[src/rtl/lane_serializer.sv]
// Word-to-lane serializer: splits each DATA_IN_W word into RATIO slices, one per clk_4f cycle.
// Holds one active word and one pending word so that back-to-back words stream without gaps.
module lane_serializer #(
    parameter int                    DATA_IN_W  = 32,
    parameter int                    DATA_OUT_W = 8,
    parameter bit                    MSB_FIRST  = 1'b1,
    parameter logic [DATA_OUT_W-1:0] IDLE_OUT   = '0
) (
    input  logic                  clk_4f,
    input  logic                  reset,
    input  logic [DATA_IN_W-1:0]  data_in,
    input  logic                  valid_in,
    output logic                  ready_out,
    output logic [DATA_OUT_W-1:0] data_out,
    output logic                  valid_out,
    output logic                  last_out,
    output logic                  o_dbg_state,
    output logic                  o_dbg_pend_full
);

    localparam int RATIO = DATA_IN_W / DATA_OUT_W;
    localparam int CNT_W = (RATIO < 2) ? 1 : $clog2(RATIO);
    localparam logic [CNT_W-1:0] LAST_IDX = CNT_W'(RATIO - 1);

    generate
        if (RATIO < 2 || (DATA_IN_W % DATA_OUT_W) != 0) begin : g_bad_ratio
            $error("lane_serializer: DATA_IN_W must be an exact multiple (>=2) of DATA_OUT_W");
        end
    endgenerate

    // Handshake: a word is accepted on a clk_4f edge where valid_in && ready_out;
    // ready_out depends only on the pending slot, never on valid_in.
    typedef enum logic {ST_IDLE = 1'b0, ST_SEND = 1'b1} state_t;

    state_t                  r_state,     w_state_nxt;
    logic [CNT_W-1:0]        r_cnt,       w_cnt_nxt;
    logic [DATA_IN_W-1:0]    r_act,       w_act_nxt;
    logic [DATA_IN_W-1:0]    r_pend,      w_pend_nxt;
    logic                    r_pend_full, w_pend_full_nxt;
    logic [DATA_OUT_W-1:0]   r_data_out,  w_data_nxt;
    logic                    r_valid_out, w_valid_nxt;
    logic                    r_last_out,  w_last_nxt;
    logic                    w_slot_free;

    function automatic logic [DATA_OUT_W-1:0] slice_of(input logic [DATA_IN_W-1:0] word,
                                                       input logic [CNT_W-1:0]     idx);
        if (MSB_FIRST)
            slice_of = word[DATA_IN_W - 1 - int'(idx) * DATA_OUT_W -: DATA_OUT_W];
        else
            slice_of = word[int'(idx) * DATA_OUT_W +: DATA_OUT_W];
    endfunction

    // State register
    always_ff @(posedge clk_4f) begin
        if (!reset) begin
            r_state     <= ST_IDLE;
            r_cnt       <= '0;
            r_pend_full <= 1'b0;
            r_data_out  <= IDLE_OUT;
            r_valid_out <= 1'b0;
            r_last_out  <= 1'b0;
        end else begin
            r_state     <= w_state_nxt;
            r_cnt       <= w_cnt_nxt;
            r_pend_full <= w_pend_full_nxt;
            r_data_out  <= w_data_nxt;
            r_valid_out <= w_valid_nxt;
            r_last_out  <= w_last_nxt;
        end
    end

    // Word storage carries no reset; pend_full/state decide whether its content is meaningful.
    always_ff @(posedge clk_4f) begin
        r_act  <= w_act_nxt;
        r_pend <= w_pend_nxt;
    end

    assign w_slot_free = (r_state == ST_IDLE) || (r_cnt == LAST_IDX);
    assign ready_out   = !r_pend_full;

    // Next-state logic
    always_comb begin
        w_state_nxt     = r_state;
        w_cnt_nxt       = r_cnt;
        w_act_nxt       = r_act;
        w_pend_nxt      = r_pend;
        w_pend_full_nxt = r_pend_full;
        if (w_slot_free) begin
            w_cnt_nxt = '0;
            if (r_pend_full) begin
                w_act_nxt       = r_pend;
                w_pend_full_nxt = 1'b0;
                w_state_nxt     = ST_SEND;
            end else if (valid_in) begin
                w_act_nxt   = data_in;
                w_state_nxt = ST_SEND;
            end else begin
                w_state_nxt = ST_IDLE;
            end
        end else begin
            w_cnt_nxt = r_cnt + 1'b1;
            if (valid_in && !r_pend_full) begin
                w_pend_nxt      = data_in;
                w_pend_full_nxt = 1'b1;
            end
        end
    end

    // Output logic: registered outputs follow the slice selected by the next state
    always_comb begin
        w_data_nxt  = IDLE_OUT;
        w_valid_nxt = 1'b0;
        w_last_nxt  = 1'b0;
        if (w_state_nxt == ST_SEND) begin
            w_data_nxt  = slice_of(w_act_nxt, w_cnt_nxt);
            w_valid_nxt = 1'b1;
            w_last_nxt  = (w_cnt_nxt == LAST_IDX);
        end
    end

    assign data_out        = r_data_out;
    assign valid_out       = r_valid_out;
    assign last_out        = r_last_out;
    assign o_dbg_state     = r_state;
    assign o_dbg_pend_full = r_pend_full;

endmodule
[config.mk]
export PLATFORM = sky130hd
export DESIGN_NAME = lane_serializer
export DESIGN_NICKNAME = d
export VERILOG_FILES = /design/src/rtl/lane_serializer.sv
export SDC_FILE = /design/constraint.sdc
export NUM_CORES = 1
export LEC_CHECK = 0
export ABC_AREA = 1
export CORE_UTILIZATION = 40
export DETAILED_ROUTE_END_ITERATION = 8
export SYNTH_ARGS = -nofsm -noshare
export SYNTH_HDL_FRONTEND = slang
export SYNTH_SLANG_ARGS = --single-unit
[constraint.sdc]
create_clock -name clk_4f -period 6.5 [get_ports clk_4f]
set_input_delay 1.3 -clock clk_4f [delete_from_list [all_inputs] [get_ports clk_4f]]
set_output_delay 1.3 -clock clk_4f [all_outputs]
set_load 0.1 [all_outputs]
==> results of run 1 <==
==> logic make-up (layout without fill, tap and decap cells) <==
family / count (synthesis) / after routing / share of synthesized area (%)
simple gates: 202 / 202 / 27.4
flops: 77 / 77 / 58.9
compound gates: 41 / 41 / 6.61
buf+inv: 44 / 93 / 6.69
fa+ha+maj: 1 / 1 / 0.396
==> power by group <==
| part | switching (mW) | leakage (nW) | total [mW] | internal (mW) |
|---|---|---|---|---|
| clock network | 0.169 | 0.111 | 0.393 | 0.224 |
| logic | 0.144 | 0.928 | 0.211 | 0.0673 |
| registers | 0.0136 | 0.672 | 0.568 | 0.554 |
==> through the flow <==
step / hold WS [ns] / power, mW
5_1_grt: 0.474 / 1.23
2_1_floorplan: 0.422 / 0.729
4_1_cts: 0.456 / 1.18
3_3_place_gp: 0.432 / 0.786
3_5_place_dp: 0.435 / 0.791
6_report: 0.453 / 1.17
==> layout make-up <==
class	instances	share of cell area, %
Clock buffer	11	3.63
Tap cell	102	3.27
Sequential cell	77	47.8
Clock inverter	5	1.89
Inverter	27	2.73
Multi-Input combinational cell	244	28.1
Timing Repair Buffer	50	12.6
==> worst max-delay path: cells and delay by family, from the launching register on <==
kind	cells	cell delay, ns
buf+inv	3	1.76
flops	1	0.30
==> layer usage <==
| layer | track usage, % | vias to the layer above |
|---|---|---|
| met1 | 25.0 | 1125 |
| li1 | - | 1279 |
| met5 | 0 | - |
| met4 | 7.28 | 0 |
| met2 | 26.6 | 58 |
| met3 | 4.97 | 6 |
==> path summary, 6_finish.rpt <==
kind / from / to / slack [ns] / depth (start not counted)
min: r_act[26] / r_act[26] / 0.45 / 2
max: o_dbg_pend_full / ready_out / 2.77 / 3
max reg2reg: r_cnt[0] / r_act[21] / 4.53 / 6
min reg2reg: r_act[26] / r_act[26] / 0.45 / 2
==> layout by cell type, fill, tap and decap left out, types with 3 or more instances in the layout <==
master | Yosys | routed
buf_4 | 3 | 3
clkbuf_8 | 0 | 10
dfxtp_1 | 45 | 45
o21ai_0 | 16 | 16
inv_1 | 23 | 23
nand2_1 | 144 | 144
edfxtp_1 | 32 | 32
clkdlybuf4s50_1 | 0 | 47
nand3_1 | 48 | 48
a21oi_1 | 24 | 24
==> sequential cells by signal (all words and copies together) (netlist names) <==
signal           count
data_out             8
last_out             1
o_dbg_pend_full      1
o_dbg_state          1
r_act               32
r_cnt                2
r_pend              32
==> flow_summary.toml, run 1 <==
[setup_path]
required_ns = 5.20
cp.arrival_ns = 2.43
slowest_delay_ns = 1.20
cp_cell_sequence = "buf_4 -> inv_4 -> clkdlybuf4s50_1"
path_max_fanout = 35
critPathKind = "reg -> out"
cpMaxStageDelayCell = "clkdlybuf4s50_1"
end_kind = "output pin"
worstSetupStartpointType = "flip-flop"

[power_and_ir_drop]
power.density_nw_per_um2 = 301
leakage_nw = 1.71
peakVddDrop_v = 0.000111

[placement]
gp_congestion = 0.757
hpwlAfterDp_um = 4320
dp_slack_ns = 3.14
port_buffers = 47
dpl-instance-area_um2 = 3680
dp_cells = 500

[routing]
vias = 2468
wl_met1_um = 3330
antenna_left = 0
viasPerCell = 4.78
drc = 0
wl_met2_um = 3020
dr.pass1.iters = 4
drt_iter0_markers = 145
dr_wl_met3_um = 347
routed_wl_um = 6760
post_drt_wl_per_cell_um = 13.1
highest_layer = "met4"

[logic_synthesis]
ys_types = 20
postSynth.topFlopCell = "dfxtp_1"
async_flop_share_pct = 0
syn_avg_cell_area_um2 = 8.66
ys_seq_elements = 77
synth.largest_area_cell = "edfxtp_1"
yosysSeqAreaShare_pct = 58.9
synth_area_um2 = 3160
yosys-top-cells-count = "nand2_1 (144), nand3_1 (48), dfxtp_1 (45)"
synth_nets = 401
syn-instance-count = 365
yosys_warnings = 0
synthMostInstantiatedCell = "nand2_1"
synth.area.top_cells = "edfxtp_1 (30%), dfxtp_1 (28%), nand2_1 (17%), nand3_1 (7.6%), a21oi_1 (3.8%)"
synth_edf_count = 32
synth_top_area_share_pct = 30.4

[cells_and_area]
nFillCells = 757
antenna_cells = 0
finalInstanceArea_um2 = 3900
drive_gt1_share_pct = 7.00
fin_nets = 445
final_cells = 516
seqCellArea_um2 = 1860
multi_input_area_um2 = 1090
syn_to_final_growth_pct = 23.3
final_util_pct = 50.7

[clock_tree]
cts_setup_buffers = 0
cts_tree = "done"
clk_pin_slew_ns = 0.07
holdBufCountCts = 0
clockRootBuffer = "clkbuf_8"
cts_resized = 0
cts_made_buffers = 9
clockBufferDepth = 2
clock_latency_ns = 0.35
clock-sinks = 77
htreeDepth = 3

[sta]
min_period_ns = 3.73
fin_skew_ns = 0.00662
hold_viol = 0
finalWorstSetupSlack_ns = 2.77
slew_viol_final = 0
period_share_pct = 57.4
grt_setup_unrepaired = "false"
tightest_slew_ns = 0.975
fmax_mhz = 268
slew_headroom_pct = 34.8
setup_tns_ns = 0
setup_viol_count_final = 0

[global_route]
first_global_vias = 2388
grt_max_degree = 38
grt_antenna_before_repair = 0
grt_use_total_pct = 18.0
overflow = 0
grt_pass1_wl_um = 11600

[hold_path]
hp-class = "reg -> reg"

[outcome]
status = "complete, no violations"

[floorplanning]
start_util_pct = 41.1
chipHeight_um = 90.9
die-width_um = 90.9
fp-row-count = 32
dieArea_um2 = 8260
pin_count = 48
core_um2 = 7690

[job]
maxCapViolations = 0
Power figures use the tool's default switching activity.
==> inputs of run 2 (changes only) <==
clock period = 3.7 ns   (was 6.5 ns; I/O delays follow)
==> run 2 against run 1 <==
  * Sequential cell count did not move
  * Utilization is 0.63 points higher
  * Global-route usage up 0.93 points
  * Routed wire length rose by 5.4%
  * Die area unchanged
  * Critical path depth down 2
  * Hold slack gained 0.0030 ns
  * Clock-buffer cell count up 1
  * Largest cell class unchanged
==> flow_summary.toml, run 2 (synthesis gave the netlist of run 1 again) <==
[outcome]
status = "complete, no violations"

[routing]
drc = 0
drt_iter0_markers = 93
vias = 2526
viasPerCell = 4.89
antenna_left = 0
routed_wl_um = 7130
dr.pass1.iters = 6
post_drt_wl_per_cell_um = 13.8

[sta]
grt_setup_unrepaired = "false"
setup_tns_ns = 0
hold_viol = 0
slew_headroom_pct = 34.0
setup_viol_count_final = 0
fin_skew_ns = 0.0104
tightest_slew_ns = 0.988
slew_viol_final = 0
finalWorstSetupSlack_ns = 0.976
period_share_pct = 73.6
min_period_ns = 2.72
fmax_mhz = 367

[global_route]
grt_use_total_pct = 18.9
grt_pass1_wl_um = 12000
met3_usage_pct = 4.38
grtUsageMet1_pct = 23.0
grt_antenna_before_repair = 0
first_global_vias = 2518
overflow = 0
grt_max_degree = 38
grt.busiest_layer = "met2"
met2_usage_pct = 31.5

[placement]
gp_congestion = 0.837
dp_slack_ns = 1.34
hpwlAfterDp_um = 4530
port_buffers = 47

[job]
maxCapViolations = 0

[setup_path]
required_ns = 2.96
end_kind = "output pin"
r2r_slack_ns = 1.68
r2r-end = "r_act[0]"
slowest_delay_ns = 1.19
path_max_fanout = 4
cp_cell_sequence = "clkdlybuf4s50_1"
reg2regPathDepth = 6
critPathTopFamily = "buffers and inverters"
cpMaxStageDelayCell = "clkdlybuf4s50_1"
cp_num_buf_inv = 1
critPathKind = "reg -> out"
cp.arrival_ns = 1.98
r2r_start = "r_cnt[0]"
worstSetupStartpointType = "flip-flop"
crit_start = "o_dbg_state"

[power_and_ir_drop]
intPower_mw = 1.61
switching_share_pct = 26.5
power.density_nw_per_um2 = 555
p_comb_share_pct = 17.2
leakage_nw = 1.73
p_total_mw = 2.19
power_frac_seq_pct = 45.6
peakVddDrop_v = 0.000295
clockPowerShare_pct = 37.3
p_sw_mw = 0.580

[cells_and_area]
multi_input_area_um2 = 1100
antenna_cells = 0
final_util_pct = 51.3
fin_nets = 446
drive_gt1_share_pct = 7.47
syn_to_final_growth_pct = 24.8
layout_commonest_cell = "nand2_1"
seqCellArea_um2 = 1860
nFillCells = 751
layout.cells.most_common_list = "nand2_1 (144), nand3_1 (48), dfxtp_1 (45), clkdlybuf4s50_1 (45), edfxtp_1 (32)"

[clock_tree]
cts_setup_buffers = 0
cts_made_buffers = 9
cts_resized = 0
clock-sinks = 77
clockRootBuffer = "clkbuf_8"
holdBufCountCts = 0
clock_latency_ns = 0.35
htreeDepth = 3
clk_pin_slew_ns = 0.08
clockBufferDepth = 2
cts_tree = "done"

[hold_path]
hp-class = "reg -> reg"
min_path_cells = 2
hold_end = "r_act[12]"
holdCritStartpoint = "r_act[12]"

[floorplanning]
chipHeight_um = 90.9
core_um2 = 7690
start_util_pct = 41.1
pin_count = 48
dieArea_um2 = 8260
fp-row-count = 32
die-width_um = 90.9
-- run 2: cell count changes in the layout (fill, tap and decap cells not counted), sizes merged --
cell           previous run  this run
clkinv                    3         0
clkbuf                   11        12
bufinv                    2         4
clkdlybuf4s50            47        45
buf                       3         6
-- run 2: area by class of cell --
class | instances | share of cell area (%)
sequential | 77 | 47.2
inverter | 27 | 2.69
timing repair buffer | 51 | 12.6
clock inverter | 4 | 3.04
tap | 102 | 3.23
clock buffer | 12 | 3.42
multi-input combinational | 244 | 27.9
-- run 2: worst max-delay path by stage --
stage                  end  slack (ns)  depth (start not counted)
2_1_floorplan    r_pend[0]        0.35                          4
3_3_place_gp   o_dbg_state        1.40                          1
3_5_place_dp   o_dbg_state        1.34                          1
4_1_cts        o_dbg_state        0.94                          1
5_1_grt        o_dbg_state        0.93                          1
6_report       o_dbg_state        0.98                          1
-- run 2: routing by layer --
metal | wire length (um) | share of wire, %
met1 | 3100 | 44
met2 | 3540 | 50
met3 | 331 | 4.6
met4 | 155 | 2.2
met5 | 0 | 0
-- run 2: metrics by stage --
| stage | cells | area (um^2) | hold WS (ns) |
|---|---|---|---|
| finish | 517 | 3950 | 0.456 |
| global route | 517 | 3950 | 0.485 |
| global placement | 501 | 3690 | 0.432 |
| CTS | 517 | 3950 | 0.461 |
| detailed placement | 501 | 3690 | 0.438 |
| floorplan | 365 | 3170 | 0.422 |
-- run 2: power by group through the flow --
stage | registers [mW] | clock network (mW) | logic [mW]
5_1_grt | 1.01 | 0.864 | 0.420
2_1_floorplan | 1.10 | 0 | 0.185
4_1_cts | 0.999 | 0.836 | 0.379
3_5_place_dp | 1.02 | 0 | 0.376
6_report | 0.998 | 0.816 | 0.376
3_3_place_gp | 1.02 | 0 | 0.371
==> inputs of run 3 (changes only) <==
clock period = 2.6 ns   (was 3.7 ns; I/O delays follow)
==> run 3 against run 2 <==
  * Sequential share of layout area is 0.30 points higher
  * Final cell count is 0.58% higher
  * Utilization is 0.29 points lower
  * Via count is 0.67% lower
  * Largest cell class unchanged
  * Power is 33% higher
  * Sequential power is 42% higher
  * Sequential cell count stayed put
  * Largest power group unchanged
  * Clock-buffer cell count is 1 higher
  * Critical path depth is 4 higher
  * Highest routed layer unchanged
  * Combinational power is 43% higher
  * Die area stayed put
  * Register-to-register slack worse by 0.99 ns
==> flow_summary.toml, run 3 (synthesis gave the netlist of run 1 again) <==
[outcome]
status = "complete, no violations"

[sta]
tightest_slew_ns = 0.505
fin_skew_ns = 0.00875
grt_setup_unrepaired = "false"
hold_viol = 0
finalWorstSetupSlack_ns = 0.692
setup_tns_ns = 0
min_period_ns = 1.91
period_share_pct = 73.4
setup_viol_count_final = 0
fmax_mhz = 524
slew_viol_final = 0
slew_headroom_pct = 66.3

[global_route]
grt_use_total_pct = 18.5
grt_pass1_wl_um = 11700
grt_max_degree = 38
first_global_vias = 2398
grt_antenna_before_repair = 0
grt.busiest_layer = "met2"
grtUsageMet1_pct = 23.6
met3_usage_pct = 3.20
met2_usage_pct = 31.0
overflow = 0

[routing]
vias = 2509
routed_wl_um = 7110
post_drt_wl_per_cell_um = 13.7
viasPerCell = 4.83
drc = 0
antenna_left = 0
dr.pass1.iters = 5
drt_iter0_markers = 110

[clock_tree]
holdBufCountCts = 0
clk_pin_slew_ns = 0.08
cts_tree = "done"
clock-sinks = 77
clockRootBuffer = "clkbuf_8"
clock_latency_ns = 0.34
htreeDepth = 3
cts_resized = 0
cts_made_buffers = 9
cts_setup_buffers = 0
clockBufferDepth = 2

[setup_path]
critPathKind = "reg -> reg"
critical_path.endpoint = "r_pend[9]"
crit_start = "r_cnt[0]"
r2r-end = "r_pend[9]"
cpMaxStageDelayCell = "dfxtp_1"
r2r_start = "r_cnt[0]"
r2r_slack_ns = 0.69
reg2regPathDepth = 5
end_kind = "flip-flop"
slowest_delay_ns = 0.38
worstSetupStartpointType = "flip-flop"
path_max_fanout = 37
required_ns = 2.62
cp.arrival_ns = 1.92
cp_cell_sequence = "ha_1 -> inv_1 -> nand2_4 -> nor3_4 -> buf_4"

[floorplanning]
chipHeight_um = 90.9
dieArea_um2 = 8260
pin_count = 48
fp-row-count = 32
core_um2 = 7690
start_util_pct = 41.1
die-width_um = 90.9

[power_and_ir_drop]
power.density_nw_per_um2 = 741
p_sw_mw = 0.822
switching_share_pct = 28.3
peakVddDrop_v = 0.000377
leakage_nw = 1.75
intPower_mw = 2.08
power_frac_seq_pct = 49.0
p_comb_share_pct = 18.4
clockPowerShare_pct = 32.6

[cells_and_area]
drive_gt1_share_pct = 11.0
syn_to_final_growth_pct = 24.1
fin_nets = 449
layout_commonest_cell = "nand2_1"
antenna_cells = 0
layout.cells.most_common_list = "nand2_1 (144), nand3_1 (48), dfxtp_1 (44)"
finalInstanceArea_um2 = 3920

[placement]
hpwlAfterDp_um = 4660
port_buffers = 47
dp_slack_ns = 0.622
dpl-instance-area_um2 = 3710
gp_congestion = 0.764

[hold_path]
holdCritStartpoint = "r_act[11]"
hp-class = "reg -> reg"

[job]
maxCapViolations = 0
-- run 3: cell types whose count changed in the layout (fill, tap and decap cells not counted), sizes merged --
cell | previous run | this run
clkbuf | 12 | 13
clkinv | 0 | 1
clkdlybuf4s50 | 45 | 34
clkinvlp | 0 | 1
bufinv | 4 | 1
buf | 6 | 20
-- run 3: power groups by stage --
stage          Clock [mW]  Combinational (mW)  Sequential (mW)
2_1_floorplan           0               0.265             1.56
3_3_place_gp            0               0.533             1.45
3_5_place_dp            0               0.538             1.45
4_1_cts             0.968               0.541             1.42
5_1_grt              1.01               0.594             1.44
6_report            0.947               0.536             1.42
-- run 3: worst max-delay path, delay by kind of cell (launching register included) --
kind                     cells  cell delay, ns
AND/OR/NAND/NOR              2            0.52
buffers and inverters        2            0.45
flip-flops                   1            0.38
adder cells (fa/ha/maj)      1            0.22
-- run 3: metal layers --
layer / part of all wire (%) / vias up
met2: 49 / 48
li1: - / 1283
met4: 1.4 / 0
met1: 46 / 1169
met5: 0 / -
met3: 3.5 / 9
-- run 3: how the worst min path moves through the flow --
stage,endpoint,slack [ns],cells after the start
6_report,r_act[11],0.45,2
5_1_grt,r_act[10],0.48,2
4_1_cts,r_act[29],0.46,2
3_5_place_dp,r_act[26],0.44,2
3_3_place_gp,r_act[31],0.43,2
2_1_floorplan,r_act[10],0.42,2
-- run 3: metrics by stage --
step	hold slack [ns]	power [mW]	utilization, %	cells
finish	0.452	2.91	51.0	520
global route	0.482	3.04	51.0	520
CTS	0.457	2.93	51.0	520
detailed placement	0.436	1.99	48.3	504
floorplan	0.422	1.82	-	365
global placement	0.433	1.98	48.3	504
-- run 3: layout make-up --
class / count / area, um^2
timing repair buffer: 54 / 515
inverter: 27 / 106
fill: 764 / 3760
multi-input combinational: 244 / 1100
clock buffer: 13 / 170
tap: 102 / 128
sequential: 77 / 1860
clock inverter: 3 / 41.3
